==> src/rtl/regfile_rename_ckpt_pkg.sv <==
// Shared sizing, rename-entry types and the commit tag-clear helper for the
// rename register file and its checkpoint bank.
package regfile_rename_ckpt_pkg;

  localparam int XLEN  = 32;
  localparam int NREG  = 32;
  localparam int RA_W  = 5;
  localparam int ROB_W = 4;
  localparam int NRD   = 2;
  localparam int NCKPT = 4;
  localparam int CK_W  = 2;

  typedef struct packed {
    logic             busy;
    logic [ROB_W-1:0] tag;
  } ren_t;

  typedef ren_t [NREG-1:0] ren_tbl_t;

  // A commit only retires the rename if the entry still points at that ROB tag.
  function automatic ren_tbl_t commit_clear(input ren_tbl_t tbl, input logic en,
                                            input logic [RA_W-1:0] rd,
                                            input logic [ROB_W-1:0] tag);
    ren_tbl_t res;
    res          = tbl;
    res[rd].busy = tbl[rd].busy & ~(en & (tbl[rd].tag == tag));
    return res;
  endfunction

endpackage

==> src/rtl/regfile_rename_ckpt_bank.sv <==
// In-order ring of rename-table snapshots. Slots track commits so a restore
// never resurrects a busy bit that has already retired.
module regfile_rename_ckpt_bank
  import regfile_rename_ckpt_pkg::*;
(
  input  logic             clk,
  input  logic             rst_n,
  input  logic             rdy_i,
  input  logic             clr_i,
  input  logic             cm_en_i,
  input  logic [RA_W-1:0]  cm_rd_i,
  input  logic [ROB_W-1:0] cm_tag_i,
  input  logic             save_i,
  input  ren_tbl_t         snap_i,
  input  logic             free_i,
  input  logic             restore_i,
  input  logic [CK_W-1:0]  rid_i,
  output ren_tbl_t         rest_tbl_o,
  output logic [CK_W-1:0]  tail_o,
  output logic             full_o
);

  localparam logic [CK_W:0] CNT_MAX = (CK_W+1)'(NCKPT);

  ren_tbl_t        slot_q [NCKPT];
  logic [CK_W-1:0] head_q, tail_q;
  logic [CK_W:0]   cnt_q;
  logic            full, save_ok, free_ok;
  logic [CK_W-1:0] span;
  logic [CK_W:0]   keep;

  assign full       = (cnt_q == CNT_MAX);
  assign save_ok    = save_i & ~restore_i & ~full;
  assign free_ok    = free_i & (cnt_q != '0);
  // Restored slot stays live; a zero span means the whole ring is kept.
  assign span       = rid_i - head_q + CK_W'(1);
  assign keep       = (span == '0) ? CNT_MAX : {1'b0, span};
  assign rest_tbl_o = commit_clear(slot_q[rid_i], cm_en_i, cm_rd_i, cm_tag_i);
  assign tail_o     = tail_q;
  assign full_o     = full;

  always_ff @(posedge clk or negedge rst_n) begin
    if (!rst_n) begin
      head_q <= '0;
      tail_q <= '0;
      cnt_q  <= '0;
    end else if (clr_i) begin
      head_q <= '0;
      tail_q <= '0;
      cnt_q  <= '0;
    end else if (rdy_i && restore_i) begin
      tail_q <= rid_i + CK_W'(1);
      head_q <= head_q + CK_W'(free_ok);
      cnt_q  <= keep - (CK_W+1)'(free_ok);
    end else if (rdy_i) begin
      tail_q <= tail_q + CK_W'(save_ok);
      head_q <= head_q + CK_W'(free_ok);
      cnt_q  <= cnt_q + (CK_W+1)'(save_ok) - (CK_W+1)'(free_ok);
    end
  end

  // Snapshot contents are don't-care until saved, so they carry no reset.
  always_ff @(posedge clk) begin
    if (rdy_i && !clr_i) begin
      for (int s = 0; s < NCKPT; s++) begin
        slot_q[s] <= (save_ok && (tail_q == CK_W'(s))) ? snap_i
                   : commit_clear(slot_q[s], cm_en_i, cm_rd_i, cm_tag_i);
      end
    end
  end

endmodule

==> src/rtl/regfile_rename_ckpt.sv <==
// Architectural register file with busy/tag rename state, commit bypass on the
// dispatch read ports, and single-cycle checkpoint restore on mispredict.
module regfile_rename_ckpt
  import regfile_rename_ckpt_pkg::*;
(
  input  logic                clk,
  input  logic                rst_n,
  input  logic                rdy_i,
  input  logic                clr_i,
  input  logic [NRD-1:0]      rd_en_i,
  input  logic [NRD*RA_W-1:0] rd_addr_i,
  output logic [NRD-1:0]      rd_valid_o,
  output logic [NRD-1:0]      rd_ready_o,
  output logic [NRD*XLEN-1:0] rd_val_o,
  input  logic                ds_en_i,
  input  logic [RA_W-1:0]     ds_rd_i,
  input  logic [ROB_W-1:0]    ds_tag_i,
  input  logic                cm_en_i,
  input  logic [RA_W-1:0]     cm_rd_i,
  input  logic [ROB_W-1:0]    cm_tag_i,
  input  logic [XLEN-1:0]     cm_val_i,
  input  logic                ck_save_i,
  output logic [CK_W-1:0]     ck_id_o,
  output logic                ck_full_o,
  input  logic                ck_free_i,
  input  logic                ck_restore_i,
  input  logic [CK_W-1:0]     ck_rid_i
);

  logic [XLEN-1:0] v_q [NREG];
  ren_tbl_t        tbl_q, tbl_d, rest_tbl;
  logic [RA_W-1:0] ra;
  ren_t            ent;
  logic            ds_ok;

  regfile_rename_ckpt_bank u_bank (
    .clk        (clk),
    .rst_n      (rst_n),
    .rdy_i      (rdy_i),
    .clr_i      (clr_i),
    .cm_en_i    (cm_en_i),
    .cm_rd_i    (cm_rd_i),
    .cm_tag_i   (cm_tag_i),
    .save_i     (ck_save_i),
    .snap_i     (tbl_d),
    .free_i     (ck_free_i),
    .restore_i  (ck_restore_i),
    .rid_i      (ck_rid_i),
    .rest_tbl_o (rest_tbl),
    .tail_o     (ck_id_o),
    .full_o     (ck_full_o)
  );

  assign ds_ok = ds_en_i & (ds_rd_i != '0);

  // Normal-path next table: commit clear first, then dispatch overrides it.
  always_comb begin
    tbl_d          = commit_clear(tbl_q, cm_en_i, cm_rd_i, cm_tag_i);
    tbl_d[ds_rd_i] = ds_ok ? ren_t'{busy: 1'b1, tag: ds_tag_i} : tbl_d[ds_rd_i];
  end

  // Source lookups see only pre-edge state, plus the live commit bus.
  always_comb begin
    rd_valid_o = rd_en_i;
    rd_ready_o = '0;
    rd_val_o   = '0;
    ra         = '0;
    ent        = '0;
    for (int k = 0; k < NRD; k++) begin
      ra  = rd_addr_i[k*RA_W +: RA_W];
      ent = tbl_q[ra];
      if (!rd_en_i[k]) begin
        rd_ready_o[k]              = 1'b0;
        rd_val_o[k*XLEN +: XLEN]   = '0;
      end else if (!ent.busy) begin
        rd_ready_o[k]              = 1'b1;
        rd_val_o[k*XLEN +: XLEN]   = v_q[ra];
      end else if (cm_en_i && (cm_tag_i == ent.tag)) begin
        rd_ready_o[k]              = 1'b1;
        rd_val_o[k*XLEN +: XLEN]   = cm_val_i;
      end else begin
        rd_ready_o[k]              = 1'b0;
        rd_val_o[k*XLEN +: XLEN]   = XLEN'(ent.tag);
      end
    end
  end

  always_ff @(posedge clk or negedge rst_n) begin
    if (!rst_n) begin
      for (int r = 0; r < NREG; r++) v_q[r] <= '0;
    end else if (cm_en_i && (cm_rd_i != '0)) begin
      v_q[cm_rd_i] <= cm_val_i;
    end
  end

  always_ff @(posedge clk or negedge rst_n) begin
    if (!rst_n) begin
      tbl_q <= '0;
    end else if (clr_i) begin
      for (int r = 0; r < NREG; r++) tbl_q[r].busy <= 1'b0;
    end else if (rdy_i) begin
      tbl_q <= ck_restore_i ? rest_tbl : tbl_d;
    end
  end

endmodule
==> config.mk <==
export PLATFORM = sky130hd
export DESIGN_NAME = regfile_rename_ckpt
export DESIGN_NICKNAME = d
export VERILOG_FILES = /design/src/rtl/regfile_rename_ckpt_pkg.sv /design/src/rtl/regfile_rename_ckpt_bank.sv /design/src/rtl/regfile_rename_ckpt.sv
export SDC_FILE = /design/constraint.sdc
export NUM_CORES = 2
export LEC_CHECK = 0
export CAP_MARGIN = 20
export CORE_AREA = 2 2 439 441
export CTS_CLUSTER_SIZE = 20
export DETAILED_ROUTE_END_ITERATION = 7
export DIE_AREA = 0 0 441 443
export PLACE_DENSITY = 0.73
export SLEW_MARGIN = 0
export SYNTH_ARGS = -nofsm -noshare
export SYNTH_HDL_FRONTEND = slang
export SYNTH_SLANG_ARGS = --single-unit
==> constraint.sdc <==
create_clock -name clk -period 9.4 [get_ports clk]
set_input_delay 1.88 -clock clk [delete_from_list [all_inputs] [get_ports clk]]
set_output_delay 1.88 -clock clk [all_outputs]
set_load 0.02 [all_outputs]
==> results.sh <==
export IMPL_status="finished clean"
export IMPL_num_vias=74600
export IMPL_final_common_cell="dfrtp_1"
export IMPL_clockBufferDepth=3
export IMPL_m1WireLength_um=125000
export IMPL_dr_wl_met3_um=48700
export IMPL_io_pin_count=144
export IMPL_finalCritPeriodShare_pct=89.9
export IMPL_fin_area_sq_um=115000
export IMPL_netlist_cell_type_count=80
export IMPL_io_buffers=143
export IMPL_power_density_nw_per_um2=197
export IMPL_die_h_um=443
export IMPL_post_route_drc_count=0
export IMPL_fin_crit_ns=8.45
export IMPL_cts_repair_resized=0
export IMPL_fmax_ghz=0.118
export IMPL_drtIter0Drc=11500
export IMPL_place_congestion=1.04
export IMPL_grt_max_degree=175
export IMPL_post_dp_cell_area_sq_um=108000
export IMPL_cts_sinks=1831
export IMPL_worstPathArrival_ns=6.57
export IMPL_die_x_um=441
export IMPL_tns_ns=0
export IMPL_drv_slew=0
export IMPL_routed_wl_um=355000
export IMPL_cts_made_buffers=195
export IMPL_clk_pin_slew_ns=0.06
export IMPL_tightest_slew_ns=1.33
export IMPL_ir_drop_mv=0.171
export IMPL_dr_pass1_iters=8
export IMPL_startpoint_type="input pin"
export IMPL_synth_seq_cells=1831
export IMPL_synth_seq_area_share_pct=47.0
export IMPL_grt_pass1_wl_um=518000
export IMPL_mostFrequentLayoutCells="dfrtp_1, mux4_2, mux2_2"
export IMPL_cp_required_ns=7.52
export IMPL_via_per_inst=7.46
export IMPL_yosys_area_top_type="dfrtp_1"
export IMPL_synth_edf_count=640
export IMPL_rsz0062_at_grt="false"
export IMPL_ant_nets=0
export IMPL_path_class="in2out"
export IMPL_utilization_pct=60.2
export IMPL_synth_main_ff_cell="dfrtp_1"
export IMPL_cts_setup_buffers=0
export IMPL_p_leak_nw=45.1
export IMPL_fp_row_count=161
export IMPL_clock_latency_ns=0.88
export IMPL_syn_nets=7648
export IMPL_drive_above_1_share_pct=36.4
export IMPL_synth_cells=7567
export IMPL_start_util_pct=54.5
export IMPL_nNetsFinal=7375
export IMPL_routedWlPerCell_um=35.5
export IMPL_wl_met2_um=158000
export IMPL_htreeDepth=4
export IMPL_hold_class="reg2reg"
export IMPL_ys_warn_count=0
export IMPL_die_area_sq_um=195000
export IMPL_maxCapViolations=0
export IMPL_core_sq_um=191000
export IMPL_synth_top_cell_area_share_pct=28.6
export IMPL_ys_top_cells_by_area="dfrtp_1, mux4_2, edfxtp_1, mux2_2, mux2i_1"
export IMPL_hold_violations=0
export IMPL_grt_pass1_vias=74200
export IMPL_end_kind="output port"
export IMPL_clockRootBuffer="clkbuf_16"
export IMPL_n_fill_cell=14300
export IMPL_synthToLayoutAreaGrowth_pct=10.4
export IMPL_netlist_area_sq_um=104000
export IMPL_synth_async_reset_ratio_pct=65.0
export IMPL_fin_skew_ns=0.0838
export IMPL_holdBufCountCts=0
export IMPL_highest_layer="met5"
export IMPL_worst_path_max_fanout=43
export IMPL_hpwl_um=217000
export IMPL_grt_antenna_before_repair=19
export IMPL_synth_avg_cell_area_sq_um=13.8
export IMPL_cts_tree="built"
export IMPL_gr_total_overflow=0
export IMPL_setup_viol=0
export IMPL_grt_total_usage_pct=36.4
export IMPL_whs_ns=0.393
export IMPL_relSlewSlack_pct=11.2
## layout make-up
| cell class | count | area, sq um | share of cell area [%] |
|---|---|---|---|
| clock inverter | 92 | 1100 | 0.956 |
| antenna | 14 | 35.0 | 0.0305 |
| multi-input combinational | 4884 | 52300 | 45.5 |
| clock buffer | 274 | 5570 | 4.84 |
| tap | 2526 | 3160 | 2.75 |
| timing repair buffer | 361 | 3760 | 3.27 |
| inverter | 21 | 78.8 | 0.0685 |
| sequential | 1831 | 49000 | 42.6 |
## kinds of logic (layout without fill, tap and decap cells)
kind of cell    count (synthesis)  count (layout)  share of synthesized area [%]
simple gates                 1420            1420                           5.81
compound gates               1053            1053                           6.24
mux                          2368            2368                           37.2
other cells                     0              14                              0
fa+ha+maj                       8               8                          0.103
buf+inv                       852             748                           3.35
flops                        1831            1831                           47.0
xor+xnor                       35              35                          0.294
## flip-flops by register name (all words and copies together) (netlist names)
register and flops:
v_q 1024, u_bank.slot_q 640, tbl_q 160, u_bank.cnt_q 3, u_bank.head_q 2, u_bank.tail_o 2
## Yosys cell counts, types with 10 or more instances
cell type  number
buf_2         113
a32oi_1        16
dfrtp_1      1191
xnor2_1        20
o22a_1         11
a21oi_1       309
clkbuf_1      623
and2_1         39
xor2_1         15
buf_4          21
edfxtp_1      640
a22o_1         28
a31oi_1        27
nor3b_1        13
nand4_1        29
o21ai_1        17
a211oi_1       64
buf_1          63
a221oi_1       12
o21ai_0       220
mux2_2        968
nand2_1       350
nor3_1         23
o22ai_1       147
o31ai_1        38
inv_1          21
nor2_1        782
a22oi_1        85
o211ai_1       19
and3_1         10
buf_6          10
mux4_2       1105
mux2i_1       295
nor4_1         16
nand3_1        82
nand2b_1       10
## critical path: stages
cell and delay [ns]:
buf_8 0.37, buf_4 0.82, buf_4 0.79, mux4_2 0.62, mux4_2 0.50, mux2_2 0.35, nand2_1 0.12, o31ai_1 0.13
clkbuf_4 0.22, and2_1 0.16, clkdlybuf4s50_1 0.54
## path summary, 6_finish.rpt
| kind | startpoint | end | slack [ns] | cells after the start |
|---|---|---|---|---|
| setup / recovery | rd_addr_i[0] | rd_val_o[3] | 0.95 | 11 |
| hold / removal | v_q[999]$_DFFE_PN0P_ | v_q[999]$_DFFE_PN0P_ | 0.39 | 0 |
| setup reg to reg | tbl_q[121]$_DFFE_PN0P_ | u_bank.slot_q[3][84]$_DFFE_PP_ | 4.65 | 11 |
| hold reg to reg | v_q[999]$_DFFE_PN0P_ | v_q[999]$_DFFE_PN0P_ | 0.39 | 0 |
| max in group asynchronous | rst_n | v_q[907]$_DFFE_PN0P_ | 6.41 | 3 |
| min in group asynchronous | rst_n | u_bank.head_q[0]$_DFFE_PN0P_ | 0.91 | 1 |
## report_power, final
part / switching, mW / total, mW / internal [mW]
logic: 2.23 / 4.61 / 2.38
registers: 0.851 / 10.0 / 9.20
clock network: 3.44 / 8.04 / 4.60
total: 6.52 / 22.7 / 16.2
## stage by stage
stage,setup WS [ns],instances,total power [mW]
after floorplan,0.0360,7567,13.1
after global placement,0.979,9591,14.4
after detailed placement,0.948,9597,14.6
after CTS,0.952,9963,22.6
after global routing,0.704,9996,23.3
final,0.945,10000,22.7
## routing by layer
| layer | vias up | global-route usage (%) |
|---|---|---|
| met5 | - | 0.496 |
| met4 | 16 | 20.4 |
| met3 | 1397 | 13.9 |
| met2 | 5730 | 52.8 |
| met1 | 38500 | 47.2 |
| li1 | 29000 | - |
Power figures use the tool's default switching activity.
